--- config.mk ---
export PLATFORM = sky130hd
export DESIGN_NAME = fetch_unit
export DESIGN_NICKNAME = d
export VERILOG_FILES = /design/src/rtl/fetch_pkg.sv /design/src/rtl/fetch_next_pc.sv /design/src/rtl/fetch_unit.sv
export SDC_FILE = /design/constraint.sdc
export NUM_CORES = 1
export LEC_CHECK = 0
export ABC_AREA = 0
export CELL_PAD_IN_SITES_DETAIL_PLACEMENT = 1
export CELL_PAD_IN_SITES_GLOBAL_PLACEMENT = 1
export CORE_ASPECT_RATIO = 2
export CORE_UTILIZATION = 34
export CTS_BUF_LIST = sky130_fd_sc_hd__clkbuf_8
export DETAILED_ROUTE_END_ITERATION = 6
export GPL_ROUTABILITY_DRIVEN = 0
export PLACE_DENSITY_LB_ADDON = 0.2
export SYNTH_ARGS = -nofsm -noshare
export SYNTH_HDL_FRONTEND = slang
export SYNTH_SLANG_ARGS = --single-unit
--- constraint.sdc ---
create_clock -name clk -period 2.75 [get_ports clk]
set_input_delay 0.55 -clock clk [delete_from_list [all_inputs] [get_ports clk]]
set_output_delay 0.55 -clock clk [all_outputs]
set_load 0.1 [all_outputs]
--- src/rtl/fetch_pkg.sv ---
// ---------------------------------------------------------------------------
// fetch_pkg
// Shared types and constants for the instruction fetch unit.
//   fetch_state_t : fetch FSM state encoding
//   NOP_INSTR     : word the instruction memory returns after a flush
//   PC_INC        : byte increment between sequential instructions
//   align_word()  : clears the two byte-offset bits of an address
// ---------------------------------------------------------------------------
package fetch_pkg;

  typedef enum logic [2:0] {
    IDLE  = 3'd0,
    RUN   = 3'd1,
    STALL = 3'd2,
    DRAIN = 3'd3,
    REDIR = 3'd4
  } fetch_state_t;

  localparam logic [31:0] NOP_INSTR = 32'h0000_0000;
  localparam logic [31:0] PC_INC    = 32'd4;

  function automatic logic [31:0] align_word(input logic [31:0] addr);
    return {addr[31:2], 2'b00};
  endfunction

endpackage

--- src/rtl/fetch_next_pc.sv ---
// ---------------------------------------------------------------------------
// fetch_next_pc
// Combinational next-PC select and redirect misalignment detect.
// Ports:
//   pc         in  32  current fetch PC
//   issue      in  1   a read of pc is issued this cycle
//   br_taken   in  1   redirect request
//   br_target  in  32  redirect byte address
//   pc_next    out 32  PC for the next cycle (hold / +4 / aligned target)
//   misalign   out 1   redirect target has nonzero byte offset
// ---------------------------------------------------------------------------
module fetch_next_pc
  import fetch_pkg::*;
(
  input  logic [31:0] pc,
  input  logic        issue,
  input  logic        br_taken,
  input  logic [31:0] br_target,
  output logic [31:0] pc_next,
  output logic        misalign
);

  always_comb begin
    pc_next = pc;
    if (br_taken) begin
      pc_next = align_word(br_target);
    end else if (issue) begin
      pc_next = pc + PC_INC;  // wraps modulo 2^32
    end
  end

  assign misalign = br_taken & (br_target[1:0] != 2'b00);

endmodule

--- src/rtl/fetch_unit.sv ---
// ---------------------------------------------------------------------------
// fetch_unit
// Requester side of a 1-cycle registered instruction memory. Owns the PC,
// issues reads, pairs each returned word with its PC, handles decode stalls,
// redirects and fetch enable, and keeps saturating fetch/stall counters.
//
//   state | meaning
//   ------+----------------------------------------------------------------
//   IDLE  | no issue; waits for fetch_en
//   RUN   | issues one read per cycle unless the live word is stalled
//   STALL | live word held in memory output; no issue until decode accepts
//   DRAIN | fetch disabled; last in-flight word delivered, then IDLE
//   REDIR | one flush cycle after a redirect; target issued next cycle
//
// Ports:
//   clk, rst            clock, synchronous active-high reset
//   fetch_en            permit instruction issue
//   id_stall            decode cannot accept if_instr this cycle
//   br_taken/br_target  redirect pulse and byte target
//   imem_pc/read_en/flush/instr   instruction memory interface
//   if_instr/if_pc/if_valid       instruction to decode
//   misalign_err        1-cycle pulse on misaligned redirect target
//   fetch_cnt/stall_cnt saturating performance counters
// ---------------------------------------------------------------------------
module fetch_unit
  import fetch_pkg::*;
#(
  parameter logic [31:0] RESET_PC = 32'h0000_0000,
  parameter int unsigned CNT_W    = 32
) (
  input  logic             clk,
  input  logic             rst,
  input  logic             fetch_en,
  input  logic             id_stall,
  input  logic             br_taken,
  input  logic [31:0]      br_target,
  output logic [31:0]      imem_pc,
  output logic             imem_read_en,
  output logic             imem_flush,
  input  logic [31:0]      imem_instr,
  output logic [31:0]      if_instr,
  output logic [31:0]      if_pc,
  output logic             if_valid,
  output logic             misalign_err,
  output logic [CNT_W-1:0] fetch_cnt,
  output logic [CNT_W-1:0] stall_cnt
);

  localparam logic [CNT_W-1:0] CNT_ONE = {{(CNT_W-1){1'b0}}, 1'b1};
  localparam logic [CNT_W-1:0] CNT_MAX = {CNT_W{1'b1}};

  fetch_state_t     state_q, state_d;
  logic [31:0]      pc_q, pc_d;
  logic [31:0]      resp_pc_q, resp_pc_d;
  logic             resp_valid_q, resp_valid_d;
  logic             misalign_q;
  logic             misalign_d;
  logic [CNT_W-1:0] fetch_cnt_q, fetch_cnt_d;
  logic [CNT_W-1:0] stall_cnt_q, stall_cnt_d;

  logic resp_stall;
  logic consumed;
  logic issue;

  assign resp_stall = resp_valid_q & id_stall;
  assign consumed   = resp_valid_q & ~id_stall;

  // Issue is suppressed while the live word is stalled so the memory keeps
  // holding it; a stall against a bubble does not block issue.
  assign issue = (state_q == RUN) & fetch_en & ~resp_stall & ~br_taken & ~rst;

  fetch_next_pc u_next_pc (
    .pc        (pc_q),
    .issue     (issue),
    .br_taken  (br_taken),
    .br_target (br_target),
    .pc_next   (pc_d),
    .misalign  (misalign_d)
  );

  always_comb begin
    state_d = state_q;
    if (br_taken) begin
      state_d = REDIR;
    end else begin
      case (state_q)
        IDLE:    if (fetch_en) state_d = RUN;
        RUN: begin
          if (resp_stall)     state_d = STALL;
          else if (!fetch_en) state_d = DRAIN;
        end
        STALL:   if (!id_stall) state_d = RUN;
        DRAIN: begin
          if (fetch_en)         state_d = RUN;
          else if (!resp_stall) state_d = IDLE;
        end
        REDIR:   state_d = fetch_en ? RUN : IDLE;
        default: state_d = IDLE;
      endcase
    end
  end

  always_comb begin
    resp_valid_d = resp_valid_q;
    resp_pc_d    = resp_pc_q;
    if (br_taken) begin
      // A redirect kills whatever word is live, including one held by a stall.
      resp_valid_d = 1'b0;
    end else if (issue) begin
      resp_valid_d = 1'b1;
      resp_pc_d    = pc_q;
    end else if (consumed) begin
      resp_valid_d = 1'b0;
    end
  end

  always_comb begin
    fetch_cnt_d = fetch_cnt_q;
    stall_cnt_d = stall_cnt_q;
    if (consumed && fetch_cnt_q != CNT_MAX) fetch_cnt_d = fetch_cnt_q + CNT_ONE;
    if (resp_stall && stall_cnt_q != CNT_MAX) stall_cnt_d = stall_cnt_q + CNT_ONE;
  end

  always_ff @(posedge clk) begin
    if (rst) begin
      state_q      <= IDLE;
      pc_q         <= RESET_PC;
      resp_pc_q    <= 32'h0;
      resp_valid_q <= 1'b0;
      misalign_q   <= 1'b0;
      fetch_cnt_q  <= '0;
      stall_cnt_q  <= '0;
    end else begin
      state_q      <= state_d;
      pc_q         <= pc_d;
      resp_pc_q    <= resp_pc_d;
      resp_valid_q <= resp_valid_d;
      misalign_q   <= misalign_d;
      fetch_cnt_q  <= fetch_cnt_d;
      stall_cnt_q  <= stall_cnt_d;
    end
  end

  assign imem_pc      = pc_q;
  assign imem_read_en = issue;
  assign imem_flush   = (state_q == REDIR) & ~rst;
  assign if_instr     = imem_instr;
  assign if_pc        = resp_pc_q;
  assign if_valid     = resp_valid_q;
  assign misalign_err = misalign_q;
  assign fetch_cnt    = fetch_cnt_q;
  assign stall_cnt    = stall_cnt_q;

endmodule
==> summary.txt <==
Synthesis
  – Cells after Synth: 811
  – Async set-reset flop share out of synthesis: 0%
  – Cells taking the most area after synthesis: dfxtp_1, nand2_1, a21oi_1
  – Distinct cells, synth: 63
  – Mapped Area: 6630 um2
  – Cell taking the most area after synthesis: dfxtp_1
  – Seq cells post-synth: 129
  – Ys Warns: 0
  – Syn avg cell area: 8.18 um2
  – Share of Yosys cell area claimed by the top area cell type: 39.0%
  – Dominant synthesized flop cell: dfxtp_1
  – Post-synth EDFFs: 0
  – Register area share after synthesis: 39.0%

Timing
  – Final hold vios: 0
  – # setup viols final: 0
  – Hold_ws: 446 ps
  – RSZ-0062 raised after global routing: no
  – Slew Limit Fails: 0
  – Slew @ Worst Pin: between 800 and 900 ps
  – Fin crit share: 91.2%
  – Minimum clock period after layout: between 2000 and 3000 ps
  – Worst Clk Skew: 16.2 ps
  – Achievable frequency: 0.399 GHz
  – Slew margin rel.: 40.1%

Run
  – Max-Cap Viols: 0

Die
  – Die W: 101 um
  – IO Count: 233
  – Die area: 20100 um2
  – CORE AREA: 18900 um2
  – Initial core utilization: about a third
  – Chip height: about 200 um
  – Cell Rows: 71

Min path
  – HP Class: input port to flop

Placed design
  – Placed instance area: 8090 um2
  – I/O Buffers: 164
  – Detailed Place HPWL: 15.5 mm

Setup path
  – Largest stage delay, worst path: 480 ps
  – Crit Path Max Fanout: 6
  – Crit Path Class: input port to output pin
  – Cells along the critical path: clkdlybuf4s50_1 -> and4bb_2 -> nand3_1 -> inv_1 -> buf_12
  – Worst Path Buf+Inv: 3
  – Crit path launch type: input port
  – Highest-delay cell along the critical path: clkdlybuf4s50_1
  – CP endpoint kind: output pin
  – Worst Path Arrival: 1960 ps
  – Largest delay share family, worst path: buffers and inverters
  – Critical Path RT: 2200 ps

Detailed routing
  – Post-DRT Antenna Nets: 0
  – Drt total wl: 21.2 mm
  – Via count: 6534
  – Drt first pass iters: 4
  – Vias per cell: 5.40
  – DRC violations left: 0
  – Drt wl/cell: 17.5 um
  – Drt initial violations: 133

Final layout
  – Fillers: around 2300
  – Leading cell types in the layout, fill and taps excluded: buf_4, dfxtp_1, nand2_1
  – Share of cells above drive strength 1: 23.4%
  – Register area: 2590 um2
  – Post-route cell area: 8500 um2
  – P&R area growth vs syn: 28.2%
  – Final-stage net count: 1016
  – Antenna Cells: 0
  – Commonest non-fill, non-tap cell in the layout: buf_4
  – Multi-input gate area: 3540 um2

CTS
  – Clk Latency, worst-skew pair: between 400 and 500 ps
  – Resize count post-CTS: 0
  – Post-CTS Setup Inserts: 0
  – H-tree Lvls: 4
  – Root Buffer Master: clkbuf_8
  – # hold bufs at CTS: 0
  – CTS max path bufs: 2
  – CTS tree: built
  – Clk pin slew, worst setup/hold paths: 70 ps
  – Clock sink count: about 130
  – Clock buffer count from CTS: 17

Pwr
  – Final Power: 4.19 mW
  – VDD IR max: 0.000348 V
  – Leak: between 3 and 4 nW
  – Pwr dens: 493 nW/um2

GRT
  – Vias in the first global route: around 6700
  – GRT Overall Usage: about 22%
  – Total grt overflow: 0
  – First-pass GRT wire length: 34.3 mm
  – Antenna violations before repair: 0
  – Largest net degree at the start of global routing: 56

Outcome
  – Outcome: complete, no violations
==> flip-flops by register name, indices dropped and copies added, names as in the netlist <==
name and count:
imem_pc 30, stall_cnt 32, fetch_cnt 32, state_q 3, misalign_err 1, if_pc 30
if_valid 1
==> Yosys cell counts, types with 4 or more instances <==
library cell  count
nand3_1          41
clkbuf_1         32
or3_1            22
o21ai_0          29
nor3b_1           4
xnor2_1          31
nand3b_1         19
nor2b_1          10
and4_1           12
xor2_1            8
a211oi_1         19
and3_1            4
buf_2             8
and2_1            5
or2_2             4
nor4_1           12
mux2_2            9
or4_1            16
dfxtp_1         129
a2111oi_0         4
inv_1            15
nand4_1          26
a21oi_1          59
buf_4            38
nand2_1         103
nor3_1           18
o31ai_1          13
nor4_2            4
nor2_1           67
==> routing by layer <==
layer	vias to the layer above	track usage [%]	share of wire, %
met5	-	0	0
li1	3138	-	-
met3	47	4.65	3.8
met1	3203	22.2	37
met2	146	42.0	56
met4	0	9.61	2.8
==> area by class of cell <==
| cell class | count | share of cell area (%) |
|---|---|---|
| Clock buffer | 24 | 3.89 |
| Clock inverter | 7 | 0.957 |
| Inverter | 15 | 0.663 |
| Multi-Input combinational cell | 587 | 41.6 |
| Sequential cell | 129 | 30.5 |
| Tap cell | 255 | 3.75 |
| Timing Repair Buffer | 194 | 18.6 |
==> report_power, final <==
group          switching [mW]  leakage [nW]  internal (mW)
clock                   0.763         0.225          0.960
combinational           0.367          1.85          0.141
sequential             0.0561          1.05           1.90
==> cells by family after synthesis <==
| kind of cell | Yosys count | share of synthesized area [%] |
|---|---|---|
| AND/OR/NAND/NOR | 381 | 31.0 |
| AO/OA/AOI/OAI | 150 | 14.6 |
| flip-flops | 129 | 39.0 |
| buffers and inverters | 98 | 8.08 |
| XOR/XNOR | 39 | 5.15 |
| multiplexers | 10 | 1.68 |
| adder cells (fa/ha/maj) | 3 | 0.566 |
| other | 1 | 0.0566 |
==> final timing paths <==
path                              start  cells past startpoint                         end  slack (ps)
min reg2reg      if_pc[23]$_SDFFE_PP0P_                      2      if_pc[23]$_SDFFE_PP0P_         460
max reg2reg  stall_cnt[25]$_SDFFE_PP0P_                      5  stall_cnt[27]$_SDFFE_PP0P_         340
max                            fetch_en                      5                imem_read_en         240
min                                 rst                      3       if_valid$_SDFFE_PP0P_         450
==> stage by stage <==
stage,instances,utilization (%),worst slack [ps],TNS [ps]
after global routing,1211,44.9,117,0
after global placement,1180,42.7,67.0,0
after detailed placement,1180,42.7,-36.0,-55.1
final,1211,44.9,242,0
after CTS,1211,44.9,220,0
after floorplan,814,-,14.7,0
==> worst reg2reg max path, stage by stage, from the launching register on <==
cell and delay (ps):
dfxtp_1 420, nand4_1 180, or3_1 480, o31ai_4 820, nor3b_1 110, mux2_2 300
Note: power is estimated with default switching activity, not from simulation.
